$ cat config.mk
export PLATFORM = sky130hd
export DESIGN_NAME = uart_tx_ctrl
export DESIGN_NICKNAME = d
export VERILOG_FILES = /design/src/rtl/uart_pkg.sv /design/src/rtl/uart_baud_cnt.sv /design/src/rtl/uart_tx_ctrl.sv
export SDC_FILE = /design/constraint.sdc
export NUM_CORES = 1
export LEC_CHECK = 0
export BUFFER_PORTS_ARGS = -buffer_cell sky130_fd_sc_hd__buf_2
export CAP_MARGIN = 30
export CORE_UTILIZATION = 37
export DETAILED_ROUTE_END_ITERATION = 12
export SKIP_LAST_GASP = 1
export SYNTH_ARGS = -nofsm -noshare
export SYNTH_HDL_FRONTEND = slang
export SYNTH_SLANG_ARGS = --single-unit
$ cat constraint.sdc
create_clock -name clk -period 3.8 [get_ports clk]
set_clock_uncertainty 0.05 [all_clocks]
set_input_delay 0.38 -clock clk [delete_from_list [all_inputs] [get_ports clk]]
set_output_delay 0.38 -clock clk [all_outputs]
set_load 0.1 [all_outputs]
$ cat src/rtl/uart_pkg.sv
// Shared UART definitions: state encoding, widths and frame configuration.
package uart_pkg;

   localparam int unsigned CKDIV_W        = 24;
   localparam int unsigned UART_DATA_BITS = 8;
   localparam int unsigned UART_IDX_W     = $clog2(UART_DATA_BITS);

   typedef enum logic [2:0] {
      IDLE   = 3'd0,
      START  = 3'd1,
      DATA   = 3'd2,
      PARITY = 3'd3,
      STOP   = 3'd4
   } uart_tx_state_t;

   // Per-frame format, captured when a byte is fetched
   typedef struct packed {
      logic data9b;
      logic stop2b;
   } uart_frame_cfg_t;

endpackage

$ cat src/rtl/uart_baud_cnt.sv
// Loadable bit-period down-counter; bit_end is high while the count reads zero.
module uart_baud_cnt #(
   parameter int unsigned W = 24
) (
   input  logic         clk,
   input  logic         rst_n,
   input  logic         load,
   input  logic [W-1:0] div,
   output logic         bit_end
);

   logic [W-1:0] r_cnt;

   // Reload at each bit start, otherwise count down and hold at zero
   always_ff @(posedge clk or negedge rst_n) begin
      if (!rst_n) begin
         r_cnt <= '0;
      end else if (load) begin
         r_cnt <= div;
      end else if (r_cnt != '0) begin
         r_cnt <= r_cnt - W'(1);
      end
   end

   assign bit_end = (r_cnt == '0);

endmodule

$ cat src/rtl/uart_tx_ctrl.sv
// UART transmit sequencer: pops bytes from the TX FIFO and serialises
// start / 8 data (LSB first) / optional even parity / 1-2 stop bits.
module uart_tx_ctrl #(
   parameter int unsigned CKDIV_W = uart_pkg::CKDIV_W
) (
   input  logic               clk,
   input  logic               rst_n,
   input  logic               clr_n,
   input  logic [CKDIV_W-1:0] ckdiv,
   input  logic               data9b,
   input  logic               stop2b,
   input  logic               tf_empty,
   input  logic [7:0]         tf_rbyte,
   output logic               tf_read,
   output logic               uart_txd,
   output logic               txbusy
);

   import uart_pkg::*;

   uart_tx_state_t                r_state;
   uart_tx_state_t                w_state_nxt;
   uart_frame_cfg_t               r_cfg;
   logic [UART_DATA_BITS-1:0]     r_shift;
   logic [UART_IDX_W-1:0]         r_bit_idx;
   logic                          r_stop_idx;
   logic                          r_parity;
   logic                          r_txd;
   logic                          r_busy;
   logic                          r_read;

   logic                          w_bit_end;
   logic                          w_load;
   logic                          w_fetch;
   logic                          w_shift_en;
   logic                          w_stop_adv;
   logic                          w_txd_nxt;
   logic                          w_busy_nxt;
   logic                          w_read_nxt;

   uart_baud_cnt #(
      .W (CKDIV_W)
   ) u_baud_cnt (
      .clk     (clk),
      .rst_n   (rst_n),
      .load    (w_load),
      .div     (ckdiv),
      .bit_end (w_bit_end)
   );

   // State register
   always_ff @(posedge clk or negedge rst_n) begin
      if (!rst_n) begin
         r_state <= IDLE;
      end else begin
         r_state <= w_state_nxt;
      end
   end

   // Next-state and sequencing strobes; soft clear overrides everything
   always_comb begin
      w_state_nxt = r_state;
      w_load      = 1'b0;
      w_fetch     = 1'b0;
      w_shift_en  = 1'b0;
      w_stop_adv  = 1'b0;
      if (!clr_n) begin
         w_state_nxt = IDLE;
      end else begin
         case (r_state)
            IDLE: begin
               if (!tf_empty) begin
                  w_fetch     = 1'b1;
                  w_load      = 1'b1;
                  w_state_nxt = START;
               end
            end
            START: begin
               if (w_bit_end) begin
                  w_load      = 1'b1;
                  w_state_nxt = DATA;
               end
            end
            DATA: begin
               if (w_bit_end) begin
                  w_load = 1'b1;
                  if (r_bit_idx == UART_IDX_W'(UART_DATA_BITS - 1)) begin
                     w_state_nxt = r_cfg.data9b ? PARITY : STOP;
                  end else begin
                     w_shift_en = 1'b1;
                  end
               end
            end
            PARITY: begin
               if (w_bit_end) begin
                  w_load      = 1'b1;
                  w_state_nxt = STOP;
               end
            end
            STOP: begin
               if (w_bit_end) begin
                  if (r_cfg.stop2b && !r_stop_idx) begin
                     w_stop_adv = 1'b1;
                     w_load     = 1'b1;
                  end else if (!tf_empty) begin
                     w_fetch     = 1'b1;
                     w_load      = 1'b1;
                     w_state_nxt = START;
                  end else begin
                     w_state_nxt = IDLE;
                  end
               end
            end
            default: w_state_nxt = IDLE;
         endcase
      end
   end

   // Next output values, derived from the state being entered
   always_comb begin
      w_read_nxt = w_fetch;
      w_busy_nxt = (w_state_nxt != IDLE);
      w_txd_nxt  = 1'b1;
      case (w_state_nxt)
         IDLE:    w_txd_nxt = 1'b1;
         START:   w_txd_nxt = 1'b0;
         DATA:    w_txd_nxt = w_shift_en ? r_shift[1] : r_shift[0];
         PARITY:  w_txd_nxt = r_parity;
         STOP:    w_txd_nxt = 1'b1;
         default: w_txd_nxt = 1'b1;
      endcase
   end

   // Registered outputs
   always_ff @(posedge clk or negedge rst_n) begin
      if (!rst_n) begin
         r_txd  <= 1'b1;
         r_busy <= 1'b0;
         r_read <= 1'b0;
      end else begin
         r_txd  <= w_txd_nxt;
         r_busy <= w_busy_nxt;
         r_read <= w_read_nxt;
      end
   end

   // Frame datapath: byte/format capture on fetch, shift per data bit
   always_ff @(posedge clk or negedge rst_n) begin
      if (!rst_n) begin
         r_shift    <= '0;
         r_bit_idx  <= '0;
         r_stop_idx <= 1'b0;
         r_parity   <= 1'b0;
         r_cfg      <= '0;
      end else if (w_fetch) begin
         r_shift    <= tf_rbyte;
         r_bit_idx  <= '0;
         r_stop_idx <= 1'b0;
         r_parity   <= ^tf_rbyte;
         r_cfg      <= '{data9b: data9b, stop2b: stop2b};
      end else begin
         if (w_shift_en) begin
            r_shift   <= {1'b0, r_shift[UART_DATA_BITS-1:1]};
            r_bit_idx <= UART_IDX_W'(r_bit_idx + 1'b1);
         end
         if (w_stop_adv) begin
            r_stop_idx <= 1'b1;
         end
      end
   end

   assign tf_read  = r_read;
   assign uart_txd = r_txd;
   assign txbusy   = r_busy;

endmodule

[After elaboration in Yosys (flattened, before gate mapping)]
Index checks and enable logic that the tools add are counted.
Word-level totals
  logic and storage cells: 71
  output and inout bits: 3
  bits of input ports: 38
  bits in registers: 45
Operators by class
  $add $sub $neg: 2
  reduce and logical (&&, ||, !) cells: 11
  multiplexer cells: 39
  equality and inequality tests: 8
Operator list (number)
  two-way mux 24 bit: 2
  two-way mux 3 bit: 11
  zero test 24 bit: 1
  nonzero test 24 bit: 1
  subtractor 24 x 1 -> 24 bit, second input constant: 1
  two-way mux 1 bit: 20
  two-way mux 8 bit: 2
  case mux 3 bit (5 select lines): 1
  equality test 3 x 2 -> 1 bit, second input constant: 4
  XOR reduction 8 bit: 1
  equality test 3 x 1 -> 1 bit, second input constant: 2
  equality test 3 bit, second input constant: 2
  case mux 1 bit (3 select lines): 2
  nonzero test 2 bit: 3
  adder 3 x 1 -> 3 bit, second input constant: 1
  zero test 3 bit: 1
  nonzero test 3 bit: 1
  OR reduction 3 bit: 1
  case mux 1 bit (2 select lines): 1
  logical AND 1 bit: 1
  zero test 1 bit: 1

[Longest topological paths before layout]
  depth after elaboration: 8
  mapped depth: 10
  mapped depth without buffers: 9

[Modules after synthesis]
From an unflattened synthesis, not the netlist that was laid out.
Second synthesis, totals
  cells, all modules: 274
  area total of the unflattened synthesis: 2652.5 sq um
Modules (own cells, without submodules)
  uart_baud_cnt: instances 1, area an instance 1506.4 sq um, seq. area each 600.6 sq um, cells each 164
  uart_tx_ctrl: instances 1, area an instance 1146.1 sq um, seq. area each 526.8 sq um, cells each 110

[Least setup slack after synthesis]
No wires, ideal clock.
  kind: register to register
  from: reg u_baud_cnt.r_cnt[10]
  to: reg r_shift[3]
  period minus slack after synthesis: 1.985 ns
  setup time: 0.121 ns
  cell stages (with the launch flop): 8
  required time: 3.629 ns
  setup slack: 1.815 ns
  buffers on the path: 1
  arrival: 1.815 ns
  cell sequence: dfrtp_1 > or4_4 > nor2_2 > and4_4 > nand4b_4 > buf_6 > mux2i_1 > o21ai_1
Between the ends
  word-level cells in the longest chain between the ends: 5
  elaborated cells between the ends (all ways): 9
  those cells by class: 7 x mux; 2 x reduce/logical
RTL lines
  start: declaration: line uart_baud_cnt.sv:12  | logic [W-1:0] r_cnt;
  start signal: assignment: line uart_baud_cnt.sv:19  | r_cnt <= div;
  start signal: assignment: line uart_baud_cnt.sv:21  | r_cnt <= r_cnt - W'(1);
  zero test 24 bit (*): line uart_baud_cnt.sv:25  | assign bit_end = (r_cnt == '0);
  two-way mux 1 bit (on tied branches): line uart_tx_ctrl.sv:101, uart_tx_ctrl.sv:85
  case mux 1 bit (2 select lines) / two-way mux 1 bit (equally long branches): line uart_tx_ctrl.sv:70  | case (r_state)
  two-way mux 1 bit: line uart_tx_ctrl.sv:67  | if (!clr_n) begin
  two-way mux 8 bit / nonzero test 2 bit (equally long branches)
  end signal: assignment: line uart_tx_ctrl.sv:156  | r_shift <= tf_rbyte;
  end signal: assignment: line uart_tx_ctrl.sv:163  | r_shift <= {1'b0, r_shift[UART_DATA_BITS-1:1]};
  end: declaration: line uart_tx_ctrl.sv:24  | logic [UART_DATA_BITS-1:0] r_shift;
Mark *: on every way between the ends. The rest lies on a longest branch, timed or not.
A chain may end at the register's enable or synchronous reset.

[Worst setup path after layout]
  from: reg u_baud_cnt.r_cnt[0]
  to: reg u_baud_cnt.r_cnt[1]
Between the ends
  word-level cells in the longest chain between the ends: 5
  elaborated cells between the ends (all ways): 10
  those cells by class: 1 x add/sub; 6 x mux; 3 x reduce/logical
RTL lines
  branches (longest 5 deep; another with subtractor 24 x 1 -> 24 bit)
Parallel ways; which one is timed is not known. The select of a mux whose other input is x is not followed.

==> impl_metrics.env <==
export IMPL_initial_core_util_pct=38.3
export IMPL_setup_tns_ps=0
export IMPL_clkLatencyLatePin_ps=300
export IMPL_clkSinkCount=45
export IMPL_wl_per_cell_um=14.0
export IMPL_critPathMaxFanout=38
export IMPL_fp_coreArea_mm2=0.00676
export IMPL_synthTopCellsByArea="dfrtp_1 43%, xnor2_1 7.1%, nor2_1 4.2%"
export IMPL_max_slew_margin_pct=49.6
export IMPL_cts_tree="built"
export IMPL_synth_area_mm2=0.00259
export IMPL_synth_seq_area_share_pct=43.6
export IMPL_grt_max_degree=39
export IMPL_cts_setup_buffers=0
export IMPL_diodes=0
export IMPL_status="complete, no violations"
export IMPL_yosysUniqueCellTypes=50
export IMPL_drt_iter0_drc=161
export IMPL_avgSynthCellArea_um2=9.58
export IMPL_grt_overflow_total=0
export IMPL_min_from="data9b"
export IMPL_final_util_pct=43.8
export IMPL_worstPathArrival_ps=2610
export IMPL_synthArstFlopShare_pct=100
export IMPL_grt_pass1_wl_um=9530
export IMPL_grt_pass1_vias=2041
export IMPL_layout_setup_ws_ps=1330
export IMPL_antenna_found_initial=0
export IMPL_synth_area_leader_cell="dfrtp_1"
export IMPL_min_period_over_period_pct=65.1
export IMPL_fp_dieArea_mm2=0.00733
export IMPL_yosys_register_bits=45
export IMPL_detail_route_antenna_nets=0
export IMPL_fp_dieW_um=85.6
export IMPL_portBuffers=40
export IMPL_vias=2057
export IMPL_cp_start_kind="register"
export IMPL_cp_data_required_time_ps=3940
export IMPL_die_y_um=85.6
export IMPL_area_growth_pct=14.5
export IMPL_clk_pin_slew_worst_paths_ps=90
export IMPL_hold_path_class="in2reg"
export IMPL_place_ws_ps=1360
export IMPL_yosys_warnings=0
export IMPL_gp_congestion=0.771
export IMPL_dp_cells=383
export IMPL_path_class="reg2reg"
export IMPL_hpwl_um=4060
export IMPL_numCtsBuffers=5
export IMPL_finalCriticalPeriod_ps=2470
export IMPL_drt_pass1_iterations=6
export IMPL_cts_resized=0
export IMPL_finish_net_count=353
export IMPL_reg2reg_from="u_baud_cnt.r_cnt[0]"
export IMPL_synth_nets=312
export IMPL_yosys_most_used_dff="dfrtp_1"
export IMPL_power_per_cell_area_mw_per_mm2=442
export IMPL_drive_gt1_share_pct=21.8
export IMPL_p_leak_nw=1.33
export IMPL_hold_viol=0
export IMPL_maxCapViolations=0
export IMPL_crit_start="u_baud_cnt.r_cnt[0]"
export IMPL_fin_cells=392
export IMPL_num_rows=30
export IMPL_htreeDepth=2
export IMPL_clockBufferDepth=2
export IMPL_rsz0062_at_grt="false"
export IMPL_slew_viol_final=0
export IMPL_synth_top_area_share_pct=42.6
export IMPL_finalWirelength_um=5500
export IMPL_tightest_slew_ps=751
export IMPL_fmax_mhz=404
export IMPL_synth_edf_count=0
export IMPL_syn_inst=270
export IMPL_track_usage_pct=16.3
export IMPL_irDropWorstVdd_uv=149
export IMPL_boundaryPins=41
export IMPL_setup_violations=0
export IMPL_crit_path_end_kind="register"
export IMPL_drt_drc_violations_left=0
export IMPL_routed_via_density=5.25
export IMPL_cts_root_buf="clkbuf_8"
==> cells in the final DEF (no fill, tap or decap), types with 3 or more instances in the layout <==
master and count:
and3_1 3, o21ai_0 8, or3_1 4, o21ai_1 4, clkinvlp_4 3, xnor2_1 21
a21oi_1 15, nand3_1 7, clkbuf_8 5, mux2i_1 8, buf_2 40, inv_1 14
o22ai_1 9, nand4_1 4, xor2_1 8, a31oi_1 4, nand2_1 22, o31ai_1 4
ha_1 4, dfrtp_1 44, nor2_1 29, nor4_1 6, nor3_1 10
==> timing repair <==
| action | CTS | global route |
|---|---|---|
| hold buffers | 1 | 0 |
| hold endpoints to repair | 15 | 0 |
| setup endpoints to repair | 0 | 0 |
==> stage by stage <==
stage / hold slack, ps / cell area, µm² / power, mW
after CTS: 216 / 2960 / 1.32
final: 230 / 2960 / 1.31
after global placement: 416 / 2840 / 1.00
after global routing: 216 / 2960 / 1.39
after detailed placement: 323 / 2860 / 1.01
after floorplan: 34.4 / 2590 / 0.914
==> where the power goes <==
group	switching, mW	internal, mW	leakage, nW
Sequential	0.113	0.572	0.545
Combinational	0.167	0.150	0.746
Clock	0.176	0.129	0.0364
==> state kept, by name, indices dropped and copies added, names as in the netlist, 2 cells and up <==
name and flops:
u_baud_cnt.r_cnt 24, r_shift 8, r_bit_idx 3, r_state 3, r_cfg 2
==> critical path: stages, from the launching register on <==
cell	delay, ps
dfrtp_1	380
inv_1	110
ha_1	170
nor4b_2	220
nand4_1	250
a211oi_1	450
o31ai_4	100
buf_4	250
mux2_1	340
==> path summary, 6_finish.rpt <==
kind                                   endpoint  slack [ps]  cells after the start
setup / recovery            u_baud_cnt.r_cnt[1]        1330                      8
hold / removal                         r_cfg[1]         230                      3
setup reg to reg            u_baud_cnt.r_cnt[1]        1330                      8
hold reg to reg                        r_cfg[0]         430                      2
max in group asynchronous              uart_txd        2610                      3
min in group asynchronous  u_baud_cnt.r_cnt[21]         510                      2
==> per-layer routing <==
| metal | vias to the layer above | wire length, µm | global-route usage (%) |
|---|---|---|---|
| met5 | - | 0 | 0 |
| met1 | 980 | 2770 | 23.0 |
| met4 | 0 | 91 | 4.85 |
| met3 | 9 | 150 | 3.18 |
| li1 | 1041 | - | - |
| met2 | 27 | 2500 | 25.5 |
==> kinds of logic after synthesis <==
| group | count (synthesis) | synth area share, % |
|---|---|---|
| simple gates | 105 | 23.3 |
| compound gates | 53 | 12.8 |
| flops | 45 | 43.6 |
| xor+xnor | 29 | 9.82 |
| buf+inv | 25 | 5.13 |
| mux | 9 | 3.53 |
| fa+ha+maj | 4 | 1.93 |
==> synthesized netlist by cell type, types with 2 or more instances <==
cell	count
mux2i_1	8
a211oi_2	2
xor2_1	8
nand3_1	7
xnor2_1	21
nor3_1	10
o21ai_0	8
o21ai_1	4
ha_1	4
a21oi_1	15
nand2_1	22
clkbuf_1	3
nor4b_2	2
a31oi_1	4
buf_4	2
nor4_4	2
nor4_1	6
inv_1	14
nand4_1	4
nor2_1	29
nor2b_1	2
o31ai_1	5
or3_1	4
nand4b_1	2
o22ai_1	9
buf_6	4
and3_1	3
dfrtp_1	44
==> area by class of cell <==
class                      count  area, µm²
timing repair buffer          44        245
clock inverter                 3       22.5
sequential                    45       1130
multi-input combinational    200       1340
inverter                      15       56.3
fill                         695       3790
clock buffer                   5       68.8
tap                           80        100
Power figures use the tool's default switching activity.
